$ cat src/rtl/neuron_io_driver.sv
`default_nettype none
// =============================================================================
// Module   : neuron_io_driver
// Function : Streams signed inputs MSB-first into the neuron wrapper SIPO, pulses
//            START, awaits DONE and reassembles the PISO result. Optional DONE
//            watchdog is enabled by defining NEURON_IO_DRIVER_TIMEOUT_EN.
// Revision : 1.0 - initial release
// =============================================================================
module neuron_io_driver #(
  parameter int WIDTH          = 8,
  parameter int NUM_INPUTS     = 2,
  parameter int TIMEOUT_CYCLES = 1024
) (
  input  logic             CLK,
  input  logic             RSTN,
  input  logic [WIDTH-1:0] IN_VALUE,
  input  logic             IN_VALID,
  output logic             IN_READY,
  output logic [WIDTH-1:0] OUT_VALUE,
  output logic             OUT_VALID,
  input  logic             OUT_READY,
  output logic             BUSY,
  output logic             TIMEOUT_ERR,
  output logic             LOAD_IN,
  output logic             LOAD_VALUE_IN,
  output logic             SHIFT_OUT,
  input  logic             SHIFT_VALUE_OUT,
  input  logic             NEURON_READY,
  output logic             START,
  input  logic             DONE
);

  localparam int c_CNT_W = (WIDTH > 1) ? $clog2(WIDTH) : 1;
  localparam int c_IDX_W = (NUM_INPUTS > 1) ? $clog2(NUM_INPUTS) : 1;
  localparam logic [c_CNT_W-1:0] c_BIT_LAST = c_CNT_W'(WIDTH - 1);
  localparam logic [c_IDX_W-1:0] c_IDX_LAST = c_IDX_W'(NUM_INPUTS - 1);

  typedef enum logic [2:0] {
    S_IDLE      = 3'd0,
    S_LOAD      = 3'd1,
    S_WAIT_RDY  = 3'd2,
    S_STRT      = 3'd3,
    S_WAIT_DONE = 3'd4,
    S_UNLOAD    = 3'd5,
    S_OUT       = 3'd6
  } state_t;

  state_t             r_state;
  state_t             w_state_nxt;
  logic [WIDTH-1:0]   r_load_sr;
  logic [WIDTH-1:0]   r_result;
  logic [c_CNT_W-1:0] r_bit_cnt;
  logic [c_IDX_W-1:0] r_idx;
  logic               w_bit_last;
  logic               w_idx_last;
  logic               w_timeout;

  assign w_bit_last = (r_bit_cnt == c_BIT_LAST);
  assign w_idx_last = (r_idx == c_IDX_LAST);

`ifdef NEURON_IO_DRIVER_TIMEOUT_EN
  localparam int c_TO_W = $clog2(TIMEOUT_CYCLES + 1);
  localparam logic [c_TO_W-1:0] c_TO_LAST = c_TO_W'(TIMEOUT_CYCLES - 1);

  logic [c_TO_W-1:0] r_to_cnt;
  logic              r_timeout_err;

  always_ff @(posedge CLK or negedge RSTN) begin
    if (!RSTN) begin
      r_to_cnt      <= '0;
      r_timeout_err <= 1'b0;
    end else begin
      if (r_state == S_WAIT_DONE && !DONE) begin
        r_to_cnt <= r_to_cnt + 1'b1;
      end else begin
        r_to_cnt <= '0;
      end
      if (w_timeout) begin
        r_timeout_err <= 1'b1;
      end
    end
  end

  assign w_timeout   = (r_state == S_WAIT_DONE) && !DONE && (r_to_cnt == c_TO_LAST);
  assign TIMEOUT_ERR = r_timeout_err;
`else
  logic w_unused_timeout_cfg;
  assign w_unused_timeout_cfg = (TIMEOUT_CYCLES > 0);
  assign w_timeout            = 1'b0;
  assign TIMEOUT_ERR          = 1'b0;
`endif

  always_ff @(posedge CLK or negedge RSTN) begin
    if (!RSTN) begin
      r_state <= S_IDLE;
    end else begin
      r_state <= w_state_nxt;
    end
  end

  always_comb begin
    w_state_nxt = r_state;
    IN_READY    = 1'b0;
    LOAD_IN     = 1'b0;
    SHIFT_OUT   = 1'b0;
    START       = 1'b0;
    OUT_VALID   = 1'b0;
    case (r_state)
      S_IDLE: begin
        IN_READY = 1'b1;
        if (IN_VALID) begin
          w_state_nxt = S_LOAD;
        end
      end
      S_LOAD: begin
        LOAD_IN = 1'b1;
        // READY seen in the final load cycle skips the wait state entirely
        if (w_bit_last) begin
          w_state_nxt = NEURON_READY ? S_STRT : S_WAIT_RDY;
        end
      end
      S_WAIT_RDY: begin
        if (NEURON_READY) begin
          w_state_nxt = S_STRT;
        end
      end
      S_STRT: begin
        START = 1'b1;
        if (!w_idx_last) begin
          w_state_nxt = S_IDLE;
        end else if (DONE) begin
          w_state_nxt = S_UNLOAD;
        end else begin
          w_state_nxt = S_WAIT_DONE;
        end
      end
      S_WAIT_DONE: begin
        if (DONE) begin
          w_state_nxt = S_UNLOAD;
        end else if (w_timeout) begin
          w_state_nxt = S_IDLE;
        end
      end
      S_UNLOAD: begin
        SHIFT_OUT = 1'b1;
        if (w_bit_last) begin
          w_state_nxt = S_OUT;
        end
      end
      S_OUT: begin
        OUT_VALID = 1'b1;
        if (OUT_READY) begin
          w_state_nxt = S_IDLE;
        end
      end
      default: begin
        w_state_nxt = S_IDLE;
      end
    endcase
  end

  always_ff @(posedge CLK or negedge RSTN) begin
    if (!RSTN) begin
      r_load_sr <= '0;
      r_result  <= '0;
      r_bit_cnt <= '0;
      r_idx     <= '0;
    end else begin
      if (r_state == S_LOAD || r_state == S_UNLOAD) begin
        r_bit_cnt <= w_bit_last ? '0 : r_bit_cnt + 1'b1;
      end else begin
        r_bit_cnt <= '0;
      end
      case (r_state)
        S_IDLE: begin
          if (IN_VALID) begin
            r_load_sr <= IN_VALUE;
          end
        end
        S_LOAD: begin
          r_load_sr <= {r_load_sr[WIDTH-2:0], 1'b0};
        end
        S_STRT: begin
          if (!w_idx_last) begin
            r_idx <= r_idx + 1'b1;
          end
        end
        S_WAIT_DONE: begin
          if (w_timeout) begin
            r_idx <= '0;
          end
        end
        S_UNLOAD: begin
          // First PISO bit sampled ends up as the MSB
          r_result <= {r_result[WIDTH-2:0], SHIFT_VALUE_OUT};
        end
        S_OUT: begin
          if (OUT_READY) begin
            r_idx <= '0;
          end
        end
        default: begin
        end
      endcase
    end
  end

  assign LOAD_VALUE_IN = (r_state == S_LOAD) && r_load_sr[WIDTH-1];
  assign OUT_VALUE     = r_result;
  assign BUSY          = (r_state != S_IDLE) || (r_idx != '0);

endmodule
`default_nettype wire

$ cat config.mk
export PLATFORM = sky130hd
export DESIGN_NAME = neuron_io_driver
export DESIGN_NICKNAME = d
export VERILOG_FILES = /design/src/rtl/neuron_io_driver.sv
export SDC_FILE = /design/constraint.sdc
export NUM_CORES = 1
export LEC_CHECK = 0
export CELL_PAD_IN_SITES_DETAIL_PLACEMENT = 0
export CELL_PAD_IN_SITES_GLOBAL_PLACEMENT = 2
export CORE_AREA = 2 2 62 64
export CTS_CLUSTER_SIZE = 12
export DETAILED_ROUTE_END_ITERATION = 6
export DIE_AREA = 0 0 64 66
export PLACE_DENSITY = 0.88
export SYNTH_ARGS = -nofsm -noshare
export SYNTH_HDL_FRONTEND = slang
export SYNTH_SLANG_ARGS = --single-unit
$ cat constraint.sdc
create_clock -name CLK -period 2.95 [get_ports CLK]
set_clock_uncertainty 0.2 [all_clocks]
set_input_delay 0.59 -clock CLK [delete_from_list [all_inputs] [get_ports CLK]]
set_output_delay 0.59 -clock CLK [all_outputs]
set_load 0.05 [all_outputs]
==> flow_summary.json <==
{
  "clock_sinks": 23,
  "io_pins": 31,
  "drv_slew": 0,
  "area_delta_synth_final_pct": 33.55,
  "cts_root_buffer": "clkbuf_4",
  "synth_fa_ha_area_frac": 0.02137,
  "leakagePower_nw": 0.7500,
  "grt_max_degree": 24,
  "synthesis.area_um2": 1171,
  "setup_violations": 0,
  "synth_commonest_cells": "dfrtp_1, mux2_4, mux2_2",
  "yosys-top-cells-area": "dfrtp_1, mux2_4, mux2_2",
  "gp_congestion": 0.7095,
  "path_max_fanout": 11,
  "arrival_ns": 1.98,
  "peakVddDrop_uv": 370.8,
  "ant_nets": 0,
  "rows": 22,
  "grt_first_pass_wirelength_mm": 3.788,
  "wire_per_inst_um": 12.78,
  "syn_area_per_cell_um2": 13.46,
  "dpl.hpwl_mm": 1.568,
  "ys.flop_type": "dfrtp_1",
  "worstHoldPathType": "register to register",
  "synth-xor-area-share": 0,
  "n_antenna_cell": 0,
  "synth_compound_area_frac": 0.06090,
  "drt_iter0_markers": 7,
  "fin_crit_sh": 0.9402,
  "crit_path_end_kind": "primary output",
  "grt_pass1_vias": 836,
  "clk_latency_ns": 0.30,
  "grt_util_all_layers": 0.1153,
  "numCtsBuffers": 3,
  "fmax_mhz": 360.6,
  "dieArea_um2": 4224,
  "cts_tree": "built",
  "worst_pin_slew_ns": 0.5522,
  "io_buffer_count": 29,
  "crit_type": "register to primary output",
  "vias": 760,
  "seq_area_frac_synth": 0.4915,
  "h-tree-depth": 1,
  "synthArstFlopShare": 1.000,
  "outcome": "complete, no violations",
  "drive_gt1_frac": 0.3248,
  "synthSimpleGateAreaFrac": 0.1239,
  "synth_edf_count": 0,
  "dieHeight_um": 66,
  "setup.worst_path.start_class": "register",
  "synth_most_common_cell": "dfrtp_1",
  "cp_data_required_time_ns": 2.16,
  "synthMuxAreaShare": 0.2650,
  "synth_warnings": 0,
  "overflow": 0,
  "antenna_found_initial": 0,
  "min_period_ns": 2.774,
  "postCtsSetupRepairBufs": 0,
  "relSlewSlack": 0.6303,
  "synth_top_family_by_area": "multiplexers",
  "vias_per_cell": 4.606,
  "power.density_nw_per_um2": 1186,
  "post-route-drc-count": 0,
  "drtPass1Iterations": 2,
  "ys_types": 28,
  "rsz0062_at_grt": "false",
  "synthCells": 87,
  "wl_mm": 2.109,
  "drv_cap": 0,
  "synth_top_area_cell": "dfrtp_1",
  "clk_pin_slew_ns": 0.12,
  "die_x_um": 64,
  "synthDominantCellAreaShare": 0.4915,
  "tns_ns": 0,
  "clockBufferDepth": 2,
  "nNetsFinal": 135,
  "finalPower_mw": 1.856,
  "hold_viol": 0,
  "synth_seq_cells": 23,
  "synth_fp_nets": 104,
  "coreArea_um2": 3551,
  "start_util": 0.3298
}
where the power goes:
group	switching, mW	internal [mW]	total [mW]
registers	0.122	0.461	0.583
clock network	0.0909	0.0505	0.141
logic	0.560	0.571	1.13
timing repair:
item / CTS / global route
hold buffers: 0 / 0
gates resized for setup: 1 / 3
cloned: 0 / 0
setup endpoints to repair: 1 / 3
worst max-delay path, cell delays in order, from the launching register on:
cell and delay (ns):
dfrtp_1 0.56, nor3_2 0.32, nand2b_1 0.10, clkdlybuf4s50_1 0.71
flip-flops by register name, summed over array words and instances (netlist names):
name       count
r_load_sr      8
r_bit_cnt      3
OUT_VALUE      8
r_state        3
r_idx          1
cell type report:
cell class / instances / area, um2
sequential: 23 / 576.8
clock inverter: 1 / 5.005
timing repair buffer: 31 / 330.3
clock buffer: 3 / 22.52
multi-input combinational: 58 / 565.5
inverter: 1 / 3.754
fill: 335 / 1987
tap: 48 / 60.06
metal layers:
layer / routed length [um] / GRT usage / vias up
met2: 1023 / 0.2005 / 18
met5: 0 / 0 / -
met3: 78 / 0.03237 / 2
met1: 978 / 0.1356 / 380
met4: 27 / 0.04076 / 0
li1: - / - / 360
worst paths after layout:
kind | startpoint | end | slack (ns) | depth (start not counted)
min in group asynchronous | RSTN | r_load_sr[0] | 0.43 | 2
worst min register to register | r_bit_cnt[0] | r_bit_cnt[0] | 0.26 | 1
worst min-delay path | r_bit_cnt[0] | r_bit_cnt[0] | 0.26 | 1
worst max-delay path | r_state[2] | BUSY | 0.18 | 3
max in group asynchronous | RSTN | r_state[1] | 1.88 | 2
worst max register to register | r_state[2] | r_load_sr[2] | 0.69 | 4
through the flow:
stage / area, um2 / utilization / worst slack [ns] / hold WS, ns / cells
after floorplan: 1176 / - / 0.3322 / 0.09441 / 87
after global placement: 1528 / 0.4302 / 0.3787 / 0.2234 / 161
after detailed placement: 1528 / 0.4302 / 0.3156 / 0.2453 / 161
after CTS: 1556 / 0.4383 / 0.07875 / 0.2661 / 165
after global routing: 1564 / 0.4405 / 0.04075 / 0.2827 / 165
final: 1564 / 0.4405 / 0.1765 / 0.2590 / 165
logic make-up (layout without fill, tap and decap cells):
| kind of cell | count (synthesis) | count (layout) |
|---|---|---|
| other | 1 | 1 |
| AOI/OAI and AO/OA | 10 | 10 |
| muxes | 23 | 23 |
| DFF | 23 | 23 |
| adders and majority gates | 2 | 2 |
| and+or+nand+nor | 22 | 22 |
| buffers and inverters | 6 | 36 |
cell usage in the layout, fill, tap and decap left out, types with 2 or more instances in the layout:
cell type / Yosys / routed
clkdlybuf4s50_1: 0 / 23
dfrtp_1: 23 / 22
mux2_4: 14 / 14
mux2_2: 8 / 8
and2_1: 5 / 5
nor2b_1: 4 / 4
a21oi_1: 3 / 3
clkbuf_4: 0 / 3
dlymetal6s2s_1: 0 / 3
buf_4: 2 / 3
o21ai_0: 2 / 2
a22o_1: 2 / 2
nor2_1: 2 / 2
a21bo_2: 2 / 2
ha_1: 2 / 2
buf_12: 0 / 2
Power figures use the tool's default switching activity.
